==> config.mk <==
export PLATFORM = sky130hd
export DESIGN_NAME = avm_uart_responder_flat
export DESIGN_NICKNAME = d
export VERILOG_FILES = /design/src/rtl/avm_uart_responder_pkg.sv /design/src/rtl/avm_uart_responder_if.sv /design/src/rtl/avm_uart_responder_byte_sync_fifo.sv /design/src/rtl/avm_uart_responder.sv /design/src/flat_wrapper.sv
export SDC_FILE = /design/constraint.sdc
export NUM_CORES = 1
export LEC_CHECK = 0
export CORE_MARGIN = 3
export CORE_UTILIZATION = 55
export DETAILED_ROUTE_END_ITERATION = 16
export GPL_ROUTABILITY_DRIVEN = 1
export GPL_TIMING_DRIVEN = 1
export MAX_ROUTING_LAYER = met4
export PLACE_DENSITY = 0.76
export SETUP_SLACK_MARGIN = 0.3
export SLEW_MARGIN = 20
export SYNTH_ARGS = -nofsm -noshare
export SYNTH_HDL_FRONTEND = slang
export SYNTH_SLANG_ARGS = --single-unit
==> constraint.sdc <==
create_clock -name avm_clk -period 3.05 [get_ports avm_clk]
set_input_delay 0.4575 -clock avm_clk [delete_from_list [all_inputs] [get_ports avm_clk]]
set_output_delay 0.4575 -clock avm_clk [all_outputs]
set_load 0.05 [all_outputs]
==> src/rtl/avm_uart_responder_pkg.sv <==
// Shared constants and types for the Avalon-MM UART responder:
// register map, STATUS bit positions, FSM state type and a status packer.
package avm_uart_pkg;

    localparam int AVS_ADDR_W = 5;
    localparam int AVS_DATA_W = 32;

    // Byte addresses of the three registers
    localparam logic [AVS_ADDR_W-1:0] RX_BASE     = 5'd0;
    localparam logic [AVS_ADDR_W-1:0] TX_BASE     = 5'd4;
    localparam logic [AVS_ADDR_W-1:0] STATUS_BASE = 5'd8;

    // STATUS register bit positions
    localparam int TX_OK_BIT        = 6;
    localparam int RX_OK_BIT        = 7;
    localparam int RX_UNDERFLOW_BIT = 8;
    localparam int TX_OVERFLOW_BIT  = 9;
    localparam int RX_DROP_BIT      = 10;

    // Access sequencer states
    typedef enum logic [1:0] {
        ST_IDLE = 2'd0,
        ST_WAIT = 2'd1,
        ST_RESP = 2'd2
    } avm_state_e;

    // Assemble the STATUS word; every bit not named here reads as zero
    function automatic logic [AVS_DATA_W-1:0] pack_status(
        input logic rx_ok,
        input logic tx_ok,
        input logic rx_underflow,
        input logic tx_overflow,
        input logic rx_drop
    );
        logic [AVS_DATA_W-1:0] word;
        word                   = '0;
        word[RX_OK_BIT]        = rx_ok;
        word[TX_OK_BIT]        = tx_ok;
        word[RX_UNDERFLOW_BIT] = rx_underflow;
        word[TX_OVERFLOW_BIT]  = tx_overflow;
        word[RX_DROP_BIT]      = rx_drop;
        return word;
    endfunction

endpackage

==> src/rtl/avm_uart_responder_if.sv <==
// Avalon-MM slave bus bundle used between the host-side master and the responder.
interface avm_uart_responder_if;
    import avm_uart_pkg::*;

    logic [AVS_ADDR_W-1:0] avs_address;
    logic                  avs_read;
    logic                  avs_write;
    logic [AVS_DATA_W-1:0] avs_writedata;
    logic [AVS_DATA_W-1:0] avs_readdata;
    logic                  avs_waitrequest;

    modport master (
        output avs_address,
        output avs_read,
        output avs_write,
        output avs_writedata,
        input  avs_readdata,
        input  avs_waitrequest
    );

    modport slave (
        input  avs_address,
        input  avs_read,
        input  avs_write,
        input  avs_writedata,
        output avs_readdata,
        output avs_waitrequest
    );
endinterface

==> src/rtl/avm_uart_responder_byte_sync_fifo.sv <==
// 8-bit synchronous FIFO with wrap-bit pointers. Push while full and pop while
// empty are ignored, so callers may issue them unconditionally.
module byte_sync_fifo #(
    parameter int DEPTH = 16
) (
    input  logic                     clk_i,
    input  logic                     rst_n_i,
    input  logic                     push_i,
    input  logic [7:0]               push_data_i,
    input  logic                     pop_i,
    output logic [7:0]               head_o,
    output logic                     full_o,
    output logic                     empty_o,
    output logic [$clog2(DEPTH):0]   count_o
);
    localparam int AW = $clog2(DEPTH);

    logic [AW:0] wr_ptr_q, wr_ptr_d;
    logic [AW:0] rd_ptr_q, rd_ptr_d;
    logic [7:0]  mem_q [DEPTH];
    logic        do_push;
    logic        do_pop;

    // Same index with differing wrap bits means the write side lapped the read side
    assign full_o  = (wr_ptr_q[AW] != rd_ptr_q[AW]) &&
                     (wr_ptr_q[AW-1:0] == rd_ptr_q[AW-1:0]);
    assign empty_o = (wr_ptr_q == rd_ptr_q);
    assign count_o = wr_ptr_q - rd_ptr_q;
    assign head_o  = mem_q[rd_ptr_q[AW-1:0]];

    assign do_push = push_i && !full_o;
    assign do_pop  = pop_i && !empty_o;

    // Pointer advance; push and pop in one cycle both move, leaving the count unchanged
    always_comb begin
        wr_ptr_d = wr_ptr_q;
        rd_ptr_d = rd_ptr_q;
        if (do_push) begin
            wr_ptr_d = wr_ptr_q + 1'b1;
        end
        if (do_pop) begin
            rd_ptr_d = rd_ptr_q + 1'b1;
        end
    end

    // Pointer registers with synchronous active-low reset
    always_ff @(posedge clk_i) begin
        if (!rst_n_i) begin
            wr_ptr_q <= '0;
            rd_ptr_q <= '0;
        end else begin
            wr_ptr_q <= wr_ptr_d;
            rd_ptr_q <= rd_ptr_d;
        end
    end

    // Storage write; contents need no reset because the pointers define validity
    always_ff @(posedge clk_i) begin
        if (do_push) begin
            mem_q[wr_ptr_q[AW-1:0]] <= push_data_i;
        end
    end

endmodule

==> src/rtl/avm_uart_responder.sv <==
// Avalon-MM slave exposing RX data, TX data and STATUS registers in front of
// two byte FIFOs that connect to the serial-side byte streams.
module avm_uart_responder
    import avm_uart_pkg::*;
#(
    parameter int FIFO_DEPTH  = 16,
    parameter int WAIT_CYCLES = 1
) (
    input  logic                       avm_clk,
    input  logic                       avm_rst_n,
    avm_uart_responder_if.slave        avs,
    input  logic                       rx_valid,
    input  logic [7:0]                 rx_data,
    output logic                       rx_ready,
    output logic                       tx_valid,
    output logic [7:0]                 tx_data,
    input  logic                       tx_ready
);
    localparam int AW    = $clog2(FIFO_DEPTH);
    localparam int CNT_W = (WAIT_CYCLES > 1) ? $clog2(WAIT_CYCLES) : 1;
    localparam logic [CNT_W-1:0] WAIT_LAST =
        CNT_W'((WAIT_CYCLES > 1) ? (WAIT_CYCLES - 2) : 0);
    localparam logic [AW:0] DEPTH_CNT = (AW + 1)'(FIFO_DEPTH);

    // Sequencer state
    avm_state_e            state_q, state_d;
    logic [AVS_ADDR_W-1:0] addr_q, addr_d;
    logic                  is_read_q, is_read_d;
    logic                  is_write_q, is_write_d;
    logic [CNT_W-1:0]      wait_cnt_q, wait_cnt_d;

    // Response registers
    logic [AVS_DATA_W-1:0] rdata_q, rdata_d;
    logic                  waitreq_q, waitreq_d;
    logic                  rx_hit_q, rx_hit_d;
    logic [2:0]            seen_q, seen_d;

    // Sticky error flags: [0] RX underflow, [1] TX overflow, [2] RX drop
    logic [2:0]            sticky_q, sticky_d;
    logic [2:0]            sticky_set;

    // FIFO side
    logic [7:0]            rx_head;
    logic                  rx_full, rx_empty, rx_push, rx_pop;
    logic [AW:0]           rx_count;
    logic                  tx_full, tx_empty, tx_push, tx_pop;
    logic [AW:0]           tx_count;

    logic                  accept;
    logic                  in_resp;
    logic [AVS_ADDR_W-1:0] cur_addr;
    logic                  cur_read;
    logic                  status_clr;
    logic                  wdata_unused;

    assign wdata_unused = ^avs.avs_writedata[AVS_DATA_W-1:8];

    byte_sync_fifo #(.DEPTH(FIFO_DEPTH)) u_rx_fifo (
        .clk_i       (avm_clk),
        .rst_n_i     (avm_rst_n),
        .push_i      (rx_push),
        .push_data_i (rx_data),
        .pop_i       (rx_pop),
        .head_o      (rx_head),
        .full_o      (rx_full),
        .empty_o     (rx_empty),
        .count_o     (rx_count)
    );

    byte_sync_fifo #(.DEPTH(FIFO_DEPTH)) u_tx_fifo (
        .clk_i       (avm_clk),
        .rst_n_i     (avm_rst_n),
        .push_i      (tx_push),
        .push_data_i (avs.avs_writedata[7:0]),
        .pop_i       (tx_pop),
        .head_o      (tx_data),
        .full_o      (tx_full),
        .empty_o     (tx_empty),
        .count_o     (tx_count)
    );

    // Stream handshakes come from registered FIFO flags and are held off during reset
    assign rx_ready = avm_rst_n && !rx_full;
    assign tx_valid = avm_rst_n && !tx_empty;
    assign rx_push  = rx_valid && rx_ready;
    assign tx_pop   = tx_valid && tx_ready;

    assign accept  = (state_q == ST_IDLE) && (avs.avs_read || avs.avs_write);
    assign in_resp = (state_q == ST_RESP);

    // The response is captured on the edge entering RESP; when coming straight
    // from IDLE the command has not been latched yet, so look at the bus directly
    assign cur_addr = (state_q == ST_IDLE) ? avs.avs_address : addr_q;
    assign cur_read = (state_q == ST_IDLE) ? avs.avs_read    : is_read_q;

    // Next-state logic for the accept / wait / respond sequence
    always_comb begin
        state_d    = state_q;
        addr_d     = addr_q;
        is_read_d  = is_read_q;
        is_write_d = is_write_q;
        wait_cnt_d = wait_cnt_q;
        unique case (state_q)
            ST_IDLE: begin
                if (accept) begin
                    addr_d     = avs.avs_address;
                    is_read_d  = avs.avs_read;
                    // A simultaneous read and write is served as a read only
                    is_write_d = avs.avs_write && !avs.avs_read;
                    wait_cnt_d = '0;
                    state_d    = (WAIT_CYCLES == 1) ? ST_RESP : ST_WAIT;
                end
            end
            ST_WAIT: begin
                if (wait_cnt_q == WAIT_LAST) begin
                    state_d = ST_RESP;
                end else begin
                    wait_cnt_d = wait_cnt_q + 1'b1;
                end
            end
            ST_RESP: begin
                state_d = ST_IDLE;
            end
            default: begin
                state_d = ST_IDLE;
            end
        endcase
    end

    // Read data is formed on entry to RESP and is zero in every other cycle
    always_comb begin
        rdata_d   = '0;
        rx_hit_d  = 1'b0;
        seen_d    = '0;
        waitreq_d = (state_d != ST_RESP);
        if ((state_d == ST_RESP) && cur_read) begin
            if (cur_addr == RX_BASE) begin
                if (!rx_empty) begin
                    rdata_d  = {24'b0, rx_head};
                    rx_hit_d = 1'b1;
                end
            end else if (cur_addr == STATUS_BASE) begin
                rdata_d = pack_status(!rx_empty, !tx_full,
                                      sticky_q[0], sticky_q[1], sticky_q[2]);
                seen_d  = sticky_q;
            end
        end
    end

    // Side effects of the RESP cycle: RX pop, TX push and sticky updates
    always_comb begin
        rx_pop        = in_resp && is_read_q && (addr_q == RX_BASE) && rx_hit_q;
        tx_push       = in_resp && is_write_q && (addr_q == TX_BASE);
        status_clr    = in_resp && is_read_q && (addr_q == STATUS_BASE);
        sticky_set[0] = in_resp && is_read_q && (addr_q == RX_BASE) && !rx_hit_q;
        sticky_set[1] = tx_push && tx_full;
        sticky_set[2] = rx_valid && rx_full;
        // Only bits already reported to the host are cleared, so an event landing
        // between capture and clear is kept; a set in the clear cycle still wins
        sticky_d = (sticky_q & ~(status_clr ? seen_q : 3'b000)) | sticky_set;
    end

    // State and response registers with synchronous active-low reset
    always_ff @(posedge avm_clk) begin
        if (!avm_rst_n) begin
            state_q    <= ST_IDLE;
            addr_q     <= '0;
            is_read_q  <= 1'b0;
            is_write_q <= 1'b0;
            wait_cnt_q <= '0;
            rdata_q    <= '0;
            waitreq_q  <= 1'b1;
            rx_hit_q   <= 1'b0;
            seen_q     <= '0;
            sticky_q   <= '0;
        end else begin
            state_q    <= state_d;
            addr_q     <= addr_d;
            is_read_q  <= is_read_d;
            is_write_q <= is_write_d;
            wait_cnt_q <= wait_cnt_d;
            rdata_q    <= rdata_d;
            waitreq_q  <= waitreq_d;
            rx_hit_q   <= rx_hit_d;
            seen_q     <= seen_d;
            sticky_q   <= sticky_d;
        end
    end

    assign avs.avs_readdata    = rdata_q;
    assign avs.avs_waitrequest = waitreq_q;

    // FIFO occupancy never exceeds the depth and agrees with the full flag
    ap_rx_count: assert property (@(posedge avm_clk) disable iff (!avm_rst_n)
        (rx_count <= DEPTH_CNT) && (rx_full == (rx_count == DEPTH_CNT)));
    ap_tx_count: assert property (@(posedge avm_clk) disable iff (!avm_rst_n)
        (tx_count <= DEPTH_CNT) && (tx_full == (tx_count == DEPTH_CNT)));

endmodule

==> src/flat_wrapper.sv <==
// flat-port wrapper written by rule: the top's interface ports become plain ports
module avm_uart_responder_flat import avm_uart_pkg::*;
#(
    parameter int FIFO_DEPTH  = 16,
    parameter int WAIT_CYCLES = 1
)
  (avm_clk, avm_rst_n, rx_valid, rx_data, rx_ready, tx_valid, tx_data, tx_ready, avs_avs_address, avs_avs_read, avs_avs_write, avs_avs_writedata, avs_avs_readdata, avs_avs_waitrequest);
  avm_uart_responder_if avs_i ();
  input  logic avm_clk;
  input  logic avm_rst_n;
  input  logic rx_valid;
  input  logic [7:0] rx_data;
  output logic rx_ready;
  output logic tx_valid;
  output logic [7:0] tx_data;
  input  logic tx_ready;
  input wire logic [$bits(avs_i.avs_address)-1:0] avs_avs_address;
  input wire logic [$bits(avs_i.avs_read)-1:0] avs_avs_read;
  input wire logic [$bits(avs_i.avs_write)-1:0] avs_avs_write;
  input wire logic [$bits(avs_i.avs_writedata)-1:0] avs_avs_writedata;
  output wire logic [$bits(avs_i.avs_readdata)-1:0] avs_avs_readdata;
  output wire logic [$bits(avs_i.avs_waitrequest)-1:0] avs_avs_waitrequest;
  assign avs_i.avs_address = avs_avs_address;
  assign avs_i.avs_read = avs_avs_read;
  assign avs_i.avs_write = avs_avs_write;
  assign avs_i.avs_writedata = avs_avs_writedata;
  assign avs_avs_readdata = avs_i.avs_readdata;
  assign avs_avs_waitrequest = avs_i.avs_waitrequest;
  avm_uart_responder #(.FIFO_DEPTH(FIFO_DEPTH), .WAIT_CYCLES(WAIT_CYCLES)) u_core (.avm_clk(avm_clk), .avm_rst_n(avm_rst_n), .avs(avs_i), .rx_valid(rx_valid), .rx_data(rx_data), .rx_ready(rx_ready), .tx_valid(tx_valid), .tx_data(tx_data), .tx_ready(tx_ready));
endmodule
# Yosys cells after proc, flatten, opt, wreduce, memory -nomap -nowiden

Memory sizes are Yosys's and may differ from the RTL's. A register that Yosys moved wholly into a read port is not among the register bits.
Index checks and enable logic that the tools add are counted.

Flip-flop bits (word level): 70
Bits in writable memories: 256
Memories: 2
Output and inout bits: 43

Memories:

| name                   | words | width | read ports | clocked after Yosys merged registers in | wr ports | line                                    | source |
|---|---|---|---|---|---|---|---|
| u_core.u_rx_fifo.mem_q | 16    | 8     | 1          | 1                                       | 1        | avm_uart_responder_byte_sync_fifo.sv:20 | `logic [7:0] mem_q [DEPTH];` |
| u_core.u_tx_fifo.mem_q | 16    | 8     | 1          | 1                                       | 1        | avm_uart_responder_byte_sync_fifo.sv:20 |  |

Bitwise logic cells: 6
$add $sub $neg: 5
Mux-type cells: 21
Reductions and logical operators: 38
Equal/unequal tests: 14

Operators with widths:

| cell                | count |
|---|---|
| $mux 32             | 1 |
| $logic_and 1x1->1   | 22 |
| $add 5x1->5 const B | 4 |
| $mux 4              | 4 |
| $mux 11             | 1 |
| $eq 5x4->1 const B  | 2 |
| $eq 5x5->1          | 2 |
| $logic_not 5->1     | 2 |
| $eq 4x4->1          | 2 |
| $mux 1              | 8 |
| $mux 8              | 1 |
| $logic_not 1->1     | 6 |
| $reduce_and 2->1    | 3 |
| $eq 5x3->1 const B  | 1 |
| $mux 5              | 1 |
| $eq 2x2->1 const B  | 2 |
| $mux 2              | 2 |
| $pmux 2 s2          | 1 |
| $reduce_or 4->1     | 1 |
| $and 3x3->3         | 1 |
| $mux 3              | 1 |
| $not 1->1           | 3 |
| $not 3->3           | 1 |
| $or 3x3->3          | 1 |
| 10 further kinds    | 11 |

# Logic depth before layout (Yosys ltp)

Gate-level depths: netlist of run 1.

Depth after elaboration: 8
Gate-level depth with buffers: 7
Gate-level depth less buffers: 6

# Hierarchy

Synthesis of run 1 repeated with hierarchy kept, for this count alone.

Cells, all modules: 743
Area, all modules: 12700.9 um^2

By module, submodules not included:

| module                            | cells each | times used | area an instance (um^2) |
|---|---|---|---|
| byte_sync_fifo (u_core.u_rx_fifo) | 304        | 1          | 5693.0 |
| byte_sync_fifo (u_core.u_tx_fifo) | 304        | 1          | 5691.7 |
| avm_uart_responder                | 135        | 1          | 1316.3 |

# Worst setup path after synthesis of run 1

No wires, ideal clock.

Path kind: reg-to-reg
Start point: register u_core.addr_q[0]
End point: memory u_core.u_tx_fifo.mem_q[3][0], enable pin
Setup time: 0.383 ns
Clock period less this slack: 2.541 ns
Data required time: 2.667 ns
Path buffers: 0
Stages on the path, launching flop included: 6
Arrival: 2.157 ns
Slack: 0.509 ns
Cell sequence: dfxtp_1 -> or3_4 -> or4_4 -> a21oi_4 -> nand2_1 -> nor3_1

Word-level cells in the longest chain between the ends: 5

RTL lines:

| item                         | line                                    | source |
|---|---|---|
| start: declaration           | avm_uart_responder.sv:27                | `logic [AVS_ADDR_W-1:0] addr_q, addr_d;` |
| start signal: assignment     | avm_uart_responder.sv:178               | `addr_q <= addr_d;` |
| $eq 5x3->1                   | avm_uart_responder.sv:153               | `tx_push = in_resp && is_write_q && (addr_q == TX_BASE);` |
| $logic_and 1x1->1            | avm_uart_responder.sv:153               |  |
| $logic_and 1x1->1            | avm_uart_responder_byte_sync_fifo.sv:31 | `assign do_push = push_i && !full_o;` |
| $mux 1                       | avm_uart_responder_byte_sync_fifo.sv:59 | `if (do_push) begin` |
| $mux 1 (implied by the code) | avm_uart_responder_byte_sync_fifo.sv:60 | `mem_q[wr_ptr_q[AW-1:0]] <= push_data_i;` |
| end: declaration             | avm_uart_responder_byte_sync_fifo.sv:20 |  |

Every way passes these cells.

==> results of run 1 <==
## sequential cells by signal (all words and copies together) (netlist names), named ones only
register,count
u_core.state_q,2
u_core.u_rx_fifo.rd_ptr_q,5
u_core.u_tx_fifo.rd_ptr_q,5
u_core.u_tx_fifo.wr_ptr_q,5
u_core.avs.avs_readdata,11
u_core.u_rx_fifo.mem_q,128
u_core.seen_q,3
u_core.avs.avs_waitrequest,1
u_core.is_read_q,1
u_core.u_rx_fifo.wr_ptr_q,5
u_core.u_tx_fifo.mem_q,128
u_core.rx_hit_q,1
u_core.addr_q,5
u_core.sticky_q,3
u_core.is_write_q,1
## power breakdown
| part | internal [mW] | leakage (nW) | switching [mW] |
|---|---|---|---|
| sequential | 4.63 | 2.76 | 0.0182 |
| combinational | 0.0860 | 1.44 | 0.192 |
| clock | 2.03 | 0.454 | 1.52 |
## placed cells by master (no fill, tap or decap), drive strengths merged, types with 4 or more instances in the layout
cell type | Yosys | layout
a21oi | 8 | 8
and2 | 8 | 8
and3 | 14 | 14
buf | 36 | 42
clkbuf | 15 | 36
clkdlybuf4s50 | 0 | 38
clkinv | 1 | 12
clkinvlp | 0 | 5
conb | 1 | 22
dfxtp | 56 | 56
edfxtp | 256 | 256
ha | 10 | 10
inv | 12 | 14
mux2i | 17 | 17
mux4 | 78 | 78
nand2 | 28 | 28
nand2b | 6 | 6
nand3 | 6 | 6
nor2 | 29 | 29
nor2b | 8 | 8
nor3 | 16 | 16
nor4 | 10 | 10
o21a | 4 | 4
o21ai | 5 | 5
xnor2 | 14 | 14
xor2 | 5 | 5
## worst min path at each step
stage / from / endpoint / depth (start not counted)
after global routing: u_core.sticky_q[1]$_SDFF_PN0_ / u_core.seen_q[1]$_SDFF_PP0_ / 1
after detailed placement: u_core.sticky_q[2]$_SDFF_PN0_ / u_core.seen_q[2]$_SDFF_PP0_ / 1
final: u_core.sticky_q[2]$_SDFF_PN0_ / u_core.seen_q[2]$_SDFF_PP0_ / 1
after floorplan: u_core.sticky_q[1]$_SDFF_PN0_ / u_core.avs.avs_readdata[9]$_SDFF_PP0_ / 1
after global placement: u_core.sticky_q[2]$_SDFF_PN0_ / u_core.seen_q[2]$_SDFF_PP0_ / 1
after CTS: u_core.sticky_q[1]$_SDFF_PN0_ / u_core.seen_q[1]$_SDFF_PP0_ / 1
## synth_stat cells (2+ instances only)
library cell	instances
edfxtp_1	256
mux4_2	78
dfxtp_1	56
nor2_1	29
nand2_1	28
buf_4	21
mux2i_1	17
nor3_1	16
clkbuf_1	15
and3_1	14
xnor2_1	13
inv_1	12
ha_1	10
nor4_1	9
and2_1	8
buf_2	8
nor2b_1	8
a21oi_1	7
buf_1	7
nand2b_1	6
nand3_1	6
xor2_1	5
o21a_1	4
o21ai_1	4
and4_1	2
mux2_2	2
nand4_1	2
or4_4	2
## repair_timing
item                       in CTS  in global routing
resized for setup              15                  0
buffers inserted                3                  0
hold buffers                    0                  0
gates cloned                    3                  0
setup endpoints to repair       8                  8
## cell families after synthesis
| kind of cell | Yosys count | synth area share |
|---|---|---|
| fa+ha+maj | 10 | 0.0102 |
| compound gates | 28 | 0.0194 |
| xor+xnor | 19 | 0.0141 |
| buf+inv | 64 | 0.0267 |
| flops | 312 | 0.715 |
| simple gates | 133 | 0.0566 |
| other cells | 1 | 0.000304 |
| mux | 97 | 0.158 |
## worst max-delay path: stages (launching register included)
cell and delay, ps:
dfxtp_4 400, buf_12 130, buf_16 140, mux4_2 550, mux4_2 500, buf_6 170
## layer usage
| layer | vias up | part of all wire | wire length, um |
|---|---|---|---|
| met5 | - | 0 | 0 |
| li1 | 2742 | - | - |
| met2 | 188 | 0.52 | 12200 |
| met4 | 0 | 0.021 | 486 |
| met1 | 3157 | 0.40 | 9340 |
| met3 | 40 | 0.056 | 1310 |
## cell type report
type                    instances  area, sq um  share of cell area
inverters                      13         48.8             0.00341
well taps                     280          350              0.0245
clock inverters                20          161              0.0113
repair buffers                 80          872              0.0609
flip-flops and latches        312         8810               0.616
multi-input cells             309         3270               0.228
clock buffers                  36          795              0.0555
## metrics by stage
step / power, mW / area [sq um]
global route: 8.74 / 14300
finish: 8.48 / 14300
global placement: 5.00 / 13200
floorplan: 4.92 / 12400
detailed placement: 5.02 / 13200
CTS: 8.54 / 14300
==> summary.txt, run 1 <==
CTS H-Tree Depth: 1
Syn Area/Cell: 18.6 sq um
Async SR Flop Fraction: 0
DRC: 0
First-pass GRT wire length: 36800 um
Main synth FF type: edfxtp_1
Fillers: 1440
Cells after synthesis: 664
Hpwl dp: 14500 um
Reg-to-Reg End: u_core.u_tx_fifo.mem_q[4][1]$_DFFE_PP_
Post-DRT Antenna Nets: 0
Crit path DAT: 2430 ps
#FFs+latches synth: 312
Max Slew Vio Count: 0
Final WL: 23300 um
Share of layout cells above drive strength 1: 0.231
IO Pins: 94
CTS Buffer Depth: 3
Die Width: 156 um
Initial antenna violation count: 0
PwrDens: 592 nW/um^2
Worst Path Required: 2590 ps
F_max: 346 MHz
Actual slew at the worst max-slew pin: 708 ps
Number of flops mapped to enable cells by yosys: 256
Status: finished, final reports clean
Clock edge transition at the registers on the reported setup and hold paths: 70 ps
Clock latency on the worst-skew pair: 540 ps
Worst r2r src: u_core.addr_q[0]$_SDFFE_PN0P_
Setup WS post-layout: 163 ps
Fin Setup TNS: 0 ps
Final hold viol count: 0
Area contributors post-synth: edfxtp_1 (62%), mux4_2 (14%), dfxtp_1 (9.1%)
All-Layer GR Usage: 0.203
Cell at the root of the clock tree: clkbuf_16
DRT iter0 DRCs: 419
Leakage: 4.65 nW
Max cap viols: 0
Initial Utilization: 0.563
Die height: 156 um
Crit share post-route: 0.947
Clock net sink count: 312
Utilization after layout: 0.654
Reg2reg setup slack: 400 ps
R2R cell count: 4
Die area: 24200 sq um
Worst setup endpoint: tx_data[4]
Largest net degree at the start of global routing: 33
Number of distinct library cells after synthesis: 47
N_diodes: 0
Setup violations, final: 0
Vias in the first global route: 6482
# rows: 54
CP startpoint kind: flop
Vias per inst: 5.84
CTS tree: done
Setup crit end kind: primary output
Cell Count, Final, Fillers Out: 1050
Buffers on Ports: 48
Warnings from Yosys: 0
Largest area contributor in the netlist: edfxtp_1
TritonRoute pass-1 iters: 5
Routing usage on met1: 0.266
Max FO, Critical Path: 8
CTS Buf Count: 30
Crit path kind: flop to primary output
Area share of the largest cell type after synthesis: 0.624
Placed insts: 988
Final Skew: 13.0 ps
DP Worst Slack: 414 ps
Synth-to-Final Area Change: 16.1%
Via Count: 6127
Period minus WS final: 2890 ps
Hold Slack: 482 ps
Register area share after synthesis: 0.715
GR Layer Usage met3: 0.0294
Met2 GRT Util: 0.339
WL per Instance: 22.2 um
Max-slew headroom: 0.524
Nets: 807
Global route overflow: 0
Top Usage Layer GRT: met2
Placer Congestion: 0.799
Max VDD drop: 481 uV
RSZ-0062 raised after global routing: true
Hold Path Class: flop to flop
Mapped Area: 12300 sq um
Core ar.: 21900 sq um
Power figures use the tool's default switching activity.
==> run 2: changes to the inputs <==
--- a/config.mk
+++ b/config.mk
@@ -12,7 +12,7 @@
 export GPL_TIMING_DRIVEN = 1
 export MAX_ROUTING_LAYER = met4
 export PLACE_DENSITY = 0.76
-export SETUP_SLACK_MARGIN = 0.3
+export SETUP_SLACK_MARGIN = 0.1
 export SLEW_MARGIN = 20
 export SYNTH_ARGS = -nofsm -noshare
 export SYNTH_HDL_FRONTEND = slang
==> run 2 against run 1 <==
- cell count decreased by 0.38%
- critical path depth shrank 1
- clock power barely moved
- total power barely moved
- sequential share of layout area rose by 0.53 points
- clock-buffer cell count stayed put
- cell area decreased by 0.85%
- combinational power about the same
==> summary.txt, run 2 (synthesis gave the netlist of run 1 again) <==
CTS tree: done
DRC: 0 (unchanged)
Die area: 24200 sq um (unchanged)
Top Metal Used: met4
Clock latency on the worst-skew pair: 540 ps (about the same)
Die height: 156 um (unchanged)
CTS Buf Count: 30 (unchanged)
Vias per inst: 5.79 (-0.78%)
Max FO, Critical Path: 16 (+8)
Setup violations, final: 0 (unchanged)
DP Worst Slack: 414 ps (unchanged)
Actual slew at the worst max-slew pin: 708 ps (unchanged)
Slowest stage cell on the critical path: mux4_2
Initial Utilization: 0.563 (unchanged)
RSZ-0062 raised after global routing: false
Worst Path Required: 2590 ps (about the same)
Hpwl dp: 14500 um (unchanged)
Critical path, cell by cell: clkbuf_16 -> mux4_2 -> mux4_2 -> buf_4
DRT iter0 DRCs: 392 (-6.4%)
Most used cell, CP: mux4_2
Fin Setup TNS: 0 ps (unchanged)
Fillers: 1458 (+1.3%)
Via Count: 6056 (-1.2%)
Final hold viol count: 0 (unchanged)
N_diodes: 0 (unchanged)
Min-delay src: u_core.sticky_q[2]$_SDFF_PN0_
Setup bufs post-CTS: 0 (-3)
TritonRoute pass-1 iters: 4 (-1)
Final Skew: 12.3 ps (-0.683 ps)
Die Width: 156 um (unchanged)
Synth-to-Final Area Change: 15.1%
Leakage: 4.61 nW (-1.0%)
Crit path kind: flop to primary output
Setup crit end kind: primary output
Worst r2r src: u_core.addr_q[0]$_SDFFE_PN0P_
Hold-fix buffers, CTS: 0 (unchanged)
Commonest cells after routing, fill and taps aside: edfxtp_1 (256), mux4_2 (78), dfxtp_1 (54)
CP startpoint kind: flop
Initial antenna violation count: 0 (unchanged)
Crit path DAT: 2410 ps (-20 ps)
Cell Count, Final, Fillers Out: 1046 (-0.38%)
PwrDens: 597 nW/um^2 (+0.84%)
Status: finished, final reports clean
Hold Slack: 482 ps (+0.101 ps)
Delay-heaviest family, CP: multiplexers
F_max: 349 MHz (+0.73%)
CTS Buffer Depth: 3 (unchanged)
M1 WL: 9510 um (+1.9%)
Placer Congestion: 0.799 (unchanged)
IO Pins: 94 (unchanged)
Share of layout cells above drive strength 1: 0.227 (-0.00401)
Final WL: 23300 um (about the same)
Utilization after layout: 0.648 (-0.00554)
WL per Instance: 22.2 um (+0.32%)
# rows: 54 (unchanged)
Worst Path Buf+Inv: 2 (-1)
Met2 WL post-DR: 12200 um (+0.36%)
Buffers on Ports: 48 (unchanged)
First-pass GRT wire length: 36200 um (-1.6%)
Global route overflow: 0 (unchanged)
Nets: 803 (-0.50%)
Placed insts: 988 (unchanged)
Hold Path Class: flop to flop
CTS H-Tree Depth: 1 (unchanged)
Clock edge transition at the registers on the reported setup and hold paths: 70 ps (about the same)
Clock net sink count: 312 (unchanged)
Cell at the root of the clock tree: clkbuf_16
Setup WS post-layout: 184 ps (+21.0 ps)
CP max stage delay: 520 ps (-30 ps)
Max VDD drop: 480 uV (-0.37%)
Post-DRT Antenna Nets: 0 (unchanged)
Period minus WS final: 2870 ps (-21.0 ps)
Met3 WL: 1060 um (-19%)
Max cap viols: 0 (unchanged)
Vias in the first global route: 6451 (-0.48%)
Max-slew headroom: 0.524 (unchanged)
Largest net degree at the start of global routing: 33 (unchanged)
Most common cell after layout, fill and taps aside: edfxtp_1
Core ar.: 21900 sq um (unchanged)
Max Slew Vio Count: 0 (unchanged)
All-Layer GR Usage: 0.199 (-0.00406)
Crit share post-route: 0.940 (-0.00689)
==> run 2: cell type report <==
type	count	area, sq um	area share
Clock inverter	20	161	0.0114
Tap cell	280	350	0.0247
Inverter	13	48.8	0.00344
Timing Repair Buffer	76	751	0.0529
Sequential cell	312	8810	0.621
Multi-Input combinational cell	309	3270	0.230
Clock buffer	36	795	0.0560
==> run 2: repair_timing <==
item                                    4_1_cts  5_1_grt
hold endpoints to repair                      0        0
gates resized for setup                       0        1
cloned                                        0        2
endpoints found under the setup margin        1        6
==> run 2: per-layer routing <==
metal,track usage,vias to the layer above
li1,-,2732
met3,0.0302,38
met4,0.0529,0
met1,0.258,3124
met2,0.335,162
met5,-,-
==> run 2: final timing paths <==
check,cells after the start,end,slack (ps)
worst max-delay path,4,tx_data[3],180
worst min-delay path,1,u_core.seen_q[2]$_SDFF_PP0_,480
worst max register to register,4,u_core.u_tx_fifo.mem_q[4][1]$_DFFE_PP_,390
worst min register to register,1,u_core.seen_q[2]$_SDFF_PP0_,480
==> run 2: report_power, final <==
part           switching (mW)  internal, mW
Combinational           0.192        0.0856
Clock                    1.52          2.03
Sequential             0.0182          4.63
Total                    1.73          6.75
==> run 2: through the flow <==
stage | cell area [sq um] | total power [mW]
6_report | 14200 | 8.48
5_1_grt | 14200 | 8.74
4_1_cts | 14100 | 8.54
3_5_place_dp | 13200 | 5.02
3_3_place_gp | 13200 | 5.00
2_1_floorplan | 12400 | 4.92
